### src/rtl/iop_pkg.sv
// Shared types and constants for the IOP pulse sequencer: state encoding,
// slot codes and default timing.
package iop_pkg;

  typedef enum logic [3:0] {
    IDLE,
    LEAD,
    P1,
    G1,
    P2,
    G2,
    P4,
    G4,
    DONE
  } state_t;

  localparam logic [1:0] SLOT_IDLE = 2'd0;
  localparam logic [1:0] SLOT_IOP1 = 2'd1;
  localparam logic [1:0] SLOT_IOP2 = 2'd2;
  localparam logic [1:0] SLOT_IOP4 = 2'd3;

  localparam int LEAD_CYC_DEF  = 2;
  localparam int PULSE_CYC_DEF = 10;
  localparam int GAP_CYC_DEF   = 5;

  // A pulse slot and the gap that follows it share one slot code.
  function automatic logic [1:0] slot_of(state_t s);
    case (s)
      P1, G1:  return SLOT_IOP1;
      P2, G2:  return SLOT_IOP2;
      P4, G4:  return SLOT_IOP4;
      default: return SLOT_IDLE;
    endcase
  endfunction

endpackage

### src/rtl/iop_slot_timer.sv
// 8-bit loadable down-counter that stops at zero; freeze holds the count.
module iop_slot_timer (
  input  logic       clk,
  input  logic       reset,
  input  logic       load,
  input  logic [7:0] load_value,
  input  logic       freeze,
  output logic       zero
);

  logic [7:0] count_reg;

  always_ff @(posedge clk) begin
    if (reset) begin
      count_reg <= 8'd0;
    end else if (load) begin
      count_reg <= load_value;
    end else if (!freeze && count_reg != 8'd0) begin
      count_reg <= count_reg - 8'd1;
    end
  end

  assign zero = (count_reg == 8'd0);

endmodule

### src/rtl/iop_sequencer.sv
// IOT pulse sequencer: LEAD, then IOP1/IOP2/IOP4 pulse slots each followed by
// a gap, then a one-cycle DONE. Outputs are registered from the next state.
module iop_sequencer
  import iop_pkg::*;
#(
  parameter int LEAD_CYC  = LEAD_CYC_DEF,
  parameter int PULSE_CYC = PULSE_CYC_DEF,
  parameter int GAP_CYC   = GAP_CYC_DEF
) (
  input  logic       clk,
  input  logic       reset,
  input  logic       start,
  input  logic [2:0] ir,
  input  logic       hold,
  output logic       iop1_n,
  output logic       iop2_n,
  output logic       iop4_n,
  output logic       busy,
  output logic       done,
  output logic [1:0] slot
);

  localparam logic [7:0] LEAD_LOAD  = 8'(LEAD_CYC - 1);
  localparam logic [7:0] PULSE_LOAD = 8'(PULSE_CYC - 1);
  localparam logic [7:0] GAP_LOAD   = 8'(GAP_CYC - 1);

  state_t     state_reg, state_next;
  logic [2:0] ir_reg;
  logic       load, zero, is_gap;
  logic [7:0] load_value;

  iop_slot_timer u_timer (
    .clk       (clk),
    .reset     (reset),
    .load      (load),
    .load_value(load_value),
    .freeze    (is_gap && hold),
    .zero      (zero)
  );

  // Hold only stalls gaps; LEAD and pulse states always run to completion.
  always_comb begin
    state_next = state_reg;
    load       = 1'b0;
    load_value = 8'd0;
    is_gap     = (state_reg == G1) || (state_reg == G2) || (state_reg == G4);
    case (state_reg)
      IDLE: if (start) begin
        state_next = LEAD;
        load       = 1'b1;
        load_value = LEAD_LOAD;
      end
      DONE: state_next = IDLE;
      default: if (zero && !(is_gap && hold)) begin
        load = 1'b1;
        case (state_reg)
          LEAD:    begin state_next = P1; load_value = PULSE_LOAD; end
          P1:      begin state_next = G1; load_value = GAP_LOAD;   end
          G1:      begin state_next = P2; load_value = PULSE_LOAD; end
          P2:      begin state_next = G2; load_value = GAP_LOAD;   end
          G2:      begin state_next = P4; load_value = PULSE_LOAD; end
          P4:      begin state_next = G4; load_value = GAP_LOAD;   end
          default: begin state_next = DONE; load = 1'b0;           end
        endcase
      end
    endcase
  end

  always_ff @(posedge clk) begin
    if (reset) begin
      state_reg <= IDLE;
      ir_reg    <= 3'b000;
      iop1_n    <= 1'b1;
      iop2_n    <= 1'b1;
      iop4_n    <= 1'b1;
      busy      <= 1'b0;
      done      <= 1'b0;
      slot      <= SLOT_IDLE;
    end else begin
      state_reg <= state_next;
      if (state_reg == IDLE && start) begin
        ir_reg <= ir;
      end
      // LEAD is at least one cycle, so ir_reg is settled before P1 is entered.
      iop1_n <= !(state_next == P1 && ir_reg[0]);
      iop2_n <= !(state_next == P2 && ir_reg[1]);
      iop4_n <= !(state_next == P4 && ir_reg[2]);
      busy   <= (state_next != IDLE);
      done   <= (state_next == DONE);
      slot   <= slot_of(state_next);
    end
  end

endmodule

### config.mk
export PLATFORM = sky130hd
export DESIGN_NAME = iop_sequencer
export DESIGN_NICKNAME = d
export VERILOG_FILES = /design/src/rtl/iop_pkg.sv /design/src/rtl/iop_slot_timer.sv /design/src/rtl/iop_sequencer.sv
export SDC_FILE = /design/constraint.sdc
export NUM_CORES = 1
export LEC_CHECK = 0
export BUFFER_PORTS_ARGS = -buffer_cell sky130_fd_sc_hd__buf_2
export CAP_MARGIN = 25
export CORE_MARGIN = 3
export CORE_UTILIZATION = 40
export CTS_CLUSTER_DIAMETER = 100
export CTS_CLUSTER_SIZE = 16
export DETAILED_ROUTE_END_ITERATION = 6
export PLACE_DENSITY = 0.69
export SETUP_SLACK_MARGIN = 0.15
export SYNTH_ARGS = -nofsm -noshare
export SYNTH_HDL_FRONTEND = slang
export SYNTH_SLANG_ARGS = --single-unit
### constraint.sdc
create_clock -name clk -period 1.85 [get_ports clk]
set_input_delay 0.185 -clock clk [delete_from_list [all_inputs] [get_ports clk]]
set_output_delay 0.185 -clock clk [all_outputs]
set_load 0.01 [all_outputs]
**Yosys cells after proc, flatten, opt, wreduce, memory -nomap -nowiden**

Cells that the tools add are included.

- Mux-type cells: 15
- Add/subtract/negate cells: 1
- Equal/unequal tests: 15
- Reduce and logical (&&, ||, !) cells: 24

Operator list:

| cell | count |
|---|---|
| $eq 4x3->1 const B | 8 |
| $pmux 4 s2 | 3 |
| $pmux 4 s6 | 1 |
| $eq 4x2->1 const B | 4 |
| $mux 8 | 2 |
| $mux 4 | 3 |
| $eq 4x4->1 const B | 2 |
| $logic_not 8->1 | 1 |
| $reduce_bool 8->1 | 1 |
| $sub 8x1->8 const B | 1 |
| $logic_and 1x1->1 | 7 |
| $pmux 2 s3 | 1 |
| $reduce_or 2->1 | 3 |
| $reduce_or 3->1 | 2 |
| $reduce_or 6->1 | 1 |
| $eq 4x1->1 const B | 1 |
| $logic_not 1->1 | 4 |
| $logic_not 4->1 | 1 |
| $mux 1 | 4 |
| $reduce_bool 4->1 | 1 |
| $logic_or 1x1->1 | 2 |
| $pmux 1 s2 | 1 |
| $reduce_bool 2->1 | 1 |

- Logic and storage cells: 64
- Bits in registers: 22
- Output and inout port bits: 7
- Input port bits: 7

**Longest topological paths before layout**

- Depth after elaboration: 11
- Mapped depth: 7
- Mapped depth without buffers: 7

**By module**

From an unflattened synthesis, not the netlist that was laid out.

- Cell total of the unflattened synthesis: 128
- Area, all modules: 1158.6 um^2

Modules (own cells, without submodules):

| module | area an instance (um^2) | sequential area each (um^2) | times used | cells an instance |
|---|---|---|---|---|
| iop_sequencer | 658.1 | 280.3 | 1 | 67 |
| iop_slot_timer | 500.5 | 160.2 | 1 | 61 |

**Worst setup path after synthesis**

No wires, ideal clock.

- Kind: register to register
- From: register u_timer.count_reg[0]
- To: register iop2_n
- Data required time: 1.713 ns
- Cell stages (with the launch flop): 8
- Buffers on the path: 0
- Slack: 0.047 ns
- Period minus slack after synthesis: 1.803 ns
- Library setup time: 0.137 ns
- Arrival: 1.667 ns
- Cell sequence: dfxtp_1 > inv_1 > ha_1 > nor3b_2 > o311ai_2 > or3_1 > a211oi_2 > nand4b_1

- Longest elaborated chain between the ends: 7

Ends and longest elaborated chain:

| what | RTL line | source |
|---|---|---|
| start, declared | iop_slot_timer.sv:11 | `logic [7:0] count_reg;` |
| start signal, assigned | iop_slot_timer.sv:17 | `count_reg <= load_value;` |
| start signal, assigned | iop_slot_timer.sv:19 | `count_reg <= count_reg - 8'd1;` |
| $logic_not 8->1 | iop_slot_timer.sv:23 | `assign zero = (count_reg == 8'd0);` |
| $logic_and 1x1->1 | iop_sequencer.sv:54 | `default: if (zero && !(is_gap && hold)) begin` |
| $mux 4 | iop_sequencer.sv:54 |  |
| $pmux 4 s2 | iop_sequencer.sv:47 | `case (state_reg)` |
| $eq 4x3->1 | iop_sequencer.sv:86 | `iop2_n <= !(state_next == P2 && ir_reg[1]);` |
| $logic_and 1x1->1 | iop_sequencer.sv:86 |  |
| $logic_not 1->1 | iop_sequencer.sv:86 |  |
| end signal, assigned | iop_sequencer.sv:86 |  |
| end, declared | iop_sequencer.sv:16 | `output logic iop2_n,` |

Every way passes these cells.
A chain may end at the register's enable or synchronous reset.

**Final worst setup path**

- From: register u_timer.count_reg[1]
- To: register iop4_n

- Longest elaborated chain between the ends: 7

Ends and longest elaborated chain:

| what | RTL line | source |
|---|---|---|
| $logic_not 8->1 | iop_slot_timer.sv:23 |  |
| $logic_and 1x1->1 | iop_sequencer.sv:54 |  |
| $mux 4 | iop_sequencer.sv:54 |  |
| $pmux 4 s2 | iop_sequencer.sv:47 |  |
| $eq 4x3->1 | iop_sequencer.sv:87 | `iop4_n <= !(state_next == P4 && ir_reg[2]);` |
| $logic_and 1x1->1 | iop_sequencer.sv:87 |  |
| $logic_not 1->1 | iop_sequencer.sv:87 |  |
| end signal, assigned | iop_sequencer.sv:87 |  |
| end, declared | iop_sequencer.sv:17 | `output logic iop4_n,` |

Every way passes these cells.

==> flow_metrics.py <==
metrics = {
    "status": {
        "run_status": "finished clean",
    },
    "drt": {
        "drt-pass1-iter-count": 4,
        "avgViaCountPerCell": 5.67,
        "drc": 0,
        "totalWireLength_microns": 2860,
        "route.vias.total": 1020,
        "detail-route-antenna-nets": 0,
        "wire_per_inst_microns": 15.9,
        "initialDrtViolationCount": 29,
    },
    "logic_synthesis": {
        "combined_area_of_all_synthesized_cells_sq_um": 1060,
        "yosysUniqueCellTypes": 38,
        "synthesis.instances": 116,
        "syn_nets": 125,
        "async_reset_ff_share_pct": 0,
        "syn_avg_cell_area_sq_um": 9.13,
        "synth_flop_cell": "sky130_fd_sc_hd__dfxtp_1",
        "yosys_warnings": 0,
        "synth_seq_area_share_pct": 41.6,
        "synth_edf_count": 0,
        "synth.ff_latch_count": 22,
    },
    "cells_and_area": {
        "drive_gt1_share_pct": 52.0,
        "most_common_cell_after_layout_fill_and_taps_aside": "sky130_fd_sc_hd__buf_4",
        "finished_layout_cells": 180,
        "layout.core_utilization_pct": 63.3,
        "final_nets": 160,
        "commonest_non_fill_non_tap_cells_in_the_layout": "sky130_fd_sc_hd__buf_4, sky130_fd_sc_hd__dfxtp_1, sky130_fd_sc_hd__buf_2",
        "area_growth_pct": 49.5,
        "antennaDiodeCount": 0,
        "largest_register_ff_count": 8,
    },
    "placed_design": {
        "detailedPlacementHpwl_microns": 1770,
        "place_ws_ns": -0.0104,
        "post-place-cells": 162,
        "gp_congestion": 0.873,
        "port_buffers": 13,
    },
    "timing": {
        "hold_violations": 0,
        "setup_skew_after_layout_ns": 0.00196,
        "achievable-frequency_mhz": 549,
        "min_period_over_period_pct": 98.4,
        "fin_ws_ns": 0.0295,
        "final_max_slew_viol_count": 0,
        "worstMarginPinSlew_ns": 0.372,
        "grt_setup_unrepaired": "true",
        "setup_viol_count_final": 0,
        "timing.max_slew.rel_slack_pct": 75.2,
        "period_needed_ns": 1.82,
    },
    "die": {
        "floorplan.die_area_sq_um": 3300,
        "effective_utilization_at_floorplan_pct": 42.3,
        "rows": 18,
        "core_footprint_sq_um": 2500,
        "ios": 14,
        "die-width_microns": 57.4,
        "die_height_microns": 57.4,
    },
    "power": {
        "worst_ir_drop_vdd_mv": 1.09,
        "p_leak_uw": 0.000625,
        "power_per_cell_area_nw_per_um2": 1870,
    },
    "flow_run": {
        "max_cap_viol_count": 0,
    },
    "worst_hold_path": {
        "timing.hold.worst.class": "in -> reg",
        "timing.hold.worst.start": "ir[0]",
        "min_to": "ir_reg[0]$_SDFFE_PP0P_",
        "worst_hold_path.num_cells": 3,
    },
    "global_route": {
        "grt_remaining_overflow": 0,
        "first_global_vias": 973,
        "grt.total_usage_pct": 17.0,
        "antenna_found_initial": 0,
        "grt_pass1_wl_microns": 4380,
        "largest_net_degree_at_the_start_of_global_routing": 16,
    },
    "critical_path": {
        "crit-reg2reg-capture": "iop4_n$_SDFF_PP1_",
        "critPathKind": "reg -> reg",
        "worstSetupEndpointType": "flip-flop",
        "ff2ff_path_depth": 8,
        "worstPathMaxFanout": 4,
        "reg2reg_from": "u_timer.count_reg[1]$_SDFFE_PP0P_",
        "setup.reg_to_reg.worst_slack_ns": 0.03,
        "startpoint_type": "flip-flop",
        "critPathArrivalTime_ns": 2.03,
        "worst-endpoint-required_ns": 2.05,
    },
    "clock_network": {
        "clk_pin_slew_ns": 0.13,
        "clock_tree.buffer_depth": 2,
        "clock_sink_count": 22,
        "cts-hold-fix-buffers": 0,
        "cts-buffers-inserted": 3,
        "cell_at_the_root_of_the_clock_tree": "sky130_fd_sc_hd__clkbuf_4",
        "tritoncts": "done",
        "insertion_delay_ns": 0.32,
        "htree_num_levels": 1,
    },
}
metrics by stage:
step	power [uW]	setup TNS, ns	area (sq um)	hold WS [ns]
after floorplan	1590	0	1120	0.257
after global placement	1870	0	1260	0.388
after detailed placement	1890	-0.0242	1260	0.400
after CTS	2430	0	1390	0.0906
after global routing	3140	-0.128	1580	0.102
final	2960	0	1580	0.0932
cell type report:
cell class,instances,area [sq um]
inverter,6,22.5
clock inverter,1,30.0
sequential,22,449
timing repair buffer,36,256
fill,188,917
clock buffer,3,22.5
tap,30,37.5
multi-input combinational,82,764
worst max-delay path by stage:
stage,end,depth (start not counted),startpoint,slack [ns]
6_report,iop4_n$_SDFF_PP1_,8,u_timer.count_reg[1]$_SDFFE_PP0P_,0.03
5_1_grt,u_timer.count_reg[3]$_SDFFE_PP0P_,6,u_timer.count_reg[5]$_SDFFE_PP0P_,-0.04
4_1_cts,iop4_n$_SDFF_PP1_,8,u_timer.count_reg[1]$_SDFFE_PP0P_,0.06
3_5_place_dp,iop4_n$_SDFF_PP1_,7,u_timer.count_reg[1]$_SDFFE_PP0P_,-0.01
3_3_place_gp,u_timer.count_reg[2]$_SDFFE_PP0P_,7,u_timer.count_reg[1]$_SDFFE_PP0P_,0.06
2_1_floorplan,iop2_n$_SDFF_PP1_,7,u_timer.count_reg[1]$_SDFFE_PP0P_,0.13
logic make-up after synthesis:
kind of cell	synth area share, %
DFF	41.6
and+or+nand+nor	24.4
AOI/OAI and AO/OA	19.4
adders and majority gates	2.36
muxes	2.84
xor gates and xnor gates	4.96
buffers and inverters	4.49
synth_stat cells (all sizes together) (3+ instances only):
cell / n / area (sq um)
xor2: 4 / 35.0
nor4: 3 / 33.8
dfxtp: 22 / 440
nor2: 15 / 56.3
nand2b: 3 / 18.8
nand4: 7 / 43.8
nand2: 5 / 18.8
o21ai: 4 / 20.0
nor3: 4 / 20.0
inv: 6 / 22.5
clkbuf: 4 / 15.0
a211oi: 7 / 62.6
a21oi: 4 / 20.0
mux2i: 3 / 30.0
what timing repair did:
action,4_1_cts,5_1_grt
endpoints found under the setup margin,10,19
pin swaps,7,12
resized for setup,4,32
setup buffers,8,6
layer usage:
metal / GRT usage (%) / part of all wire [%] / up-vias / routed length (microns)
met5: 0 / 0 / - / 0
met4: 7.28 / 1.7 / 0 / 50
met3: 3.17 / 5.4 / 6 / 153
met2: 27.3 / 51 / 35 / 1470
met1: 22.3 / 42 / 490 / 1190
li1: - / - / 489 / -
critical path, cell delays in order (launching register included):
cell	delay, ns
sky130_fd_sc_hd__dfxtp_2	0.35
sky130_fd_sc_hd__inv_2	0.07
sky130_fd_sc_hd__ha_4	0.12
sky130_fd_sc_hd__nor3b_4	0.16
sky130_fd_sc_hd__buf_6	0.15
sky130_fd_sc_hd__o311ai_4	0.09
sky130_fd_sc_hd__or3_4	0.36
sky130_fd_sc_hd__a211oi_4	0.28
sky130_fd_sc_hd__nand4_1	0.12
power by group:
| group | switching (uW) | total (uW) | internal, uW |
|---|---|---|---|
| Sequential | 85.1 | 667 | 582 |
| Combinational | 994 | 1910 | 919 |
| Clock | 157 | 376 | 219 |
(Power assumes the default switching activity.)
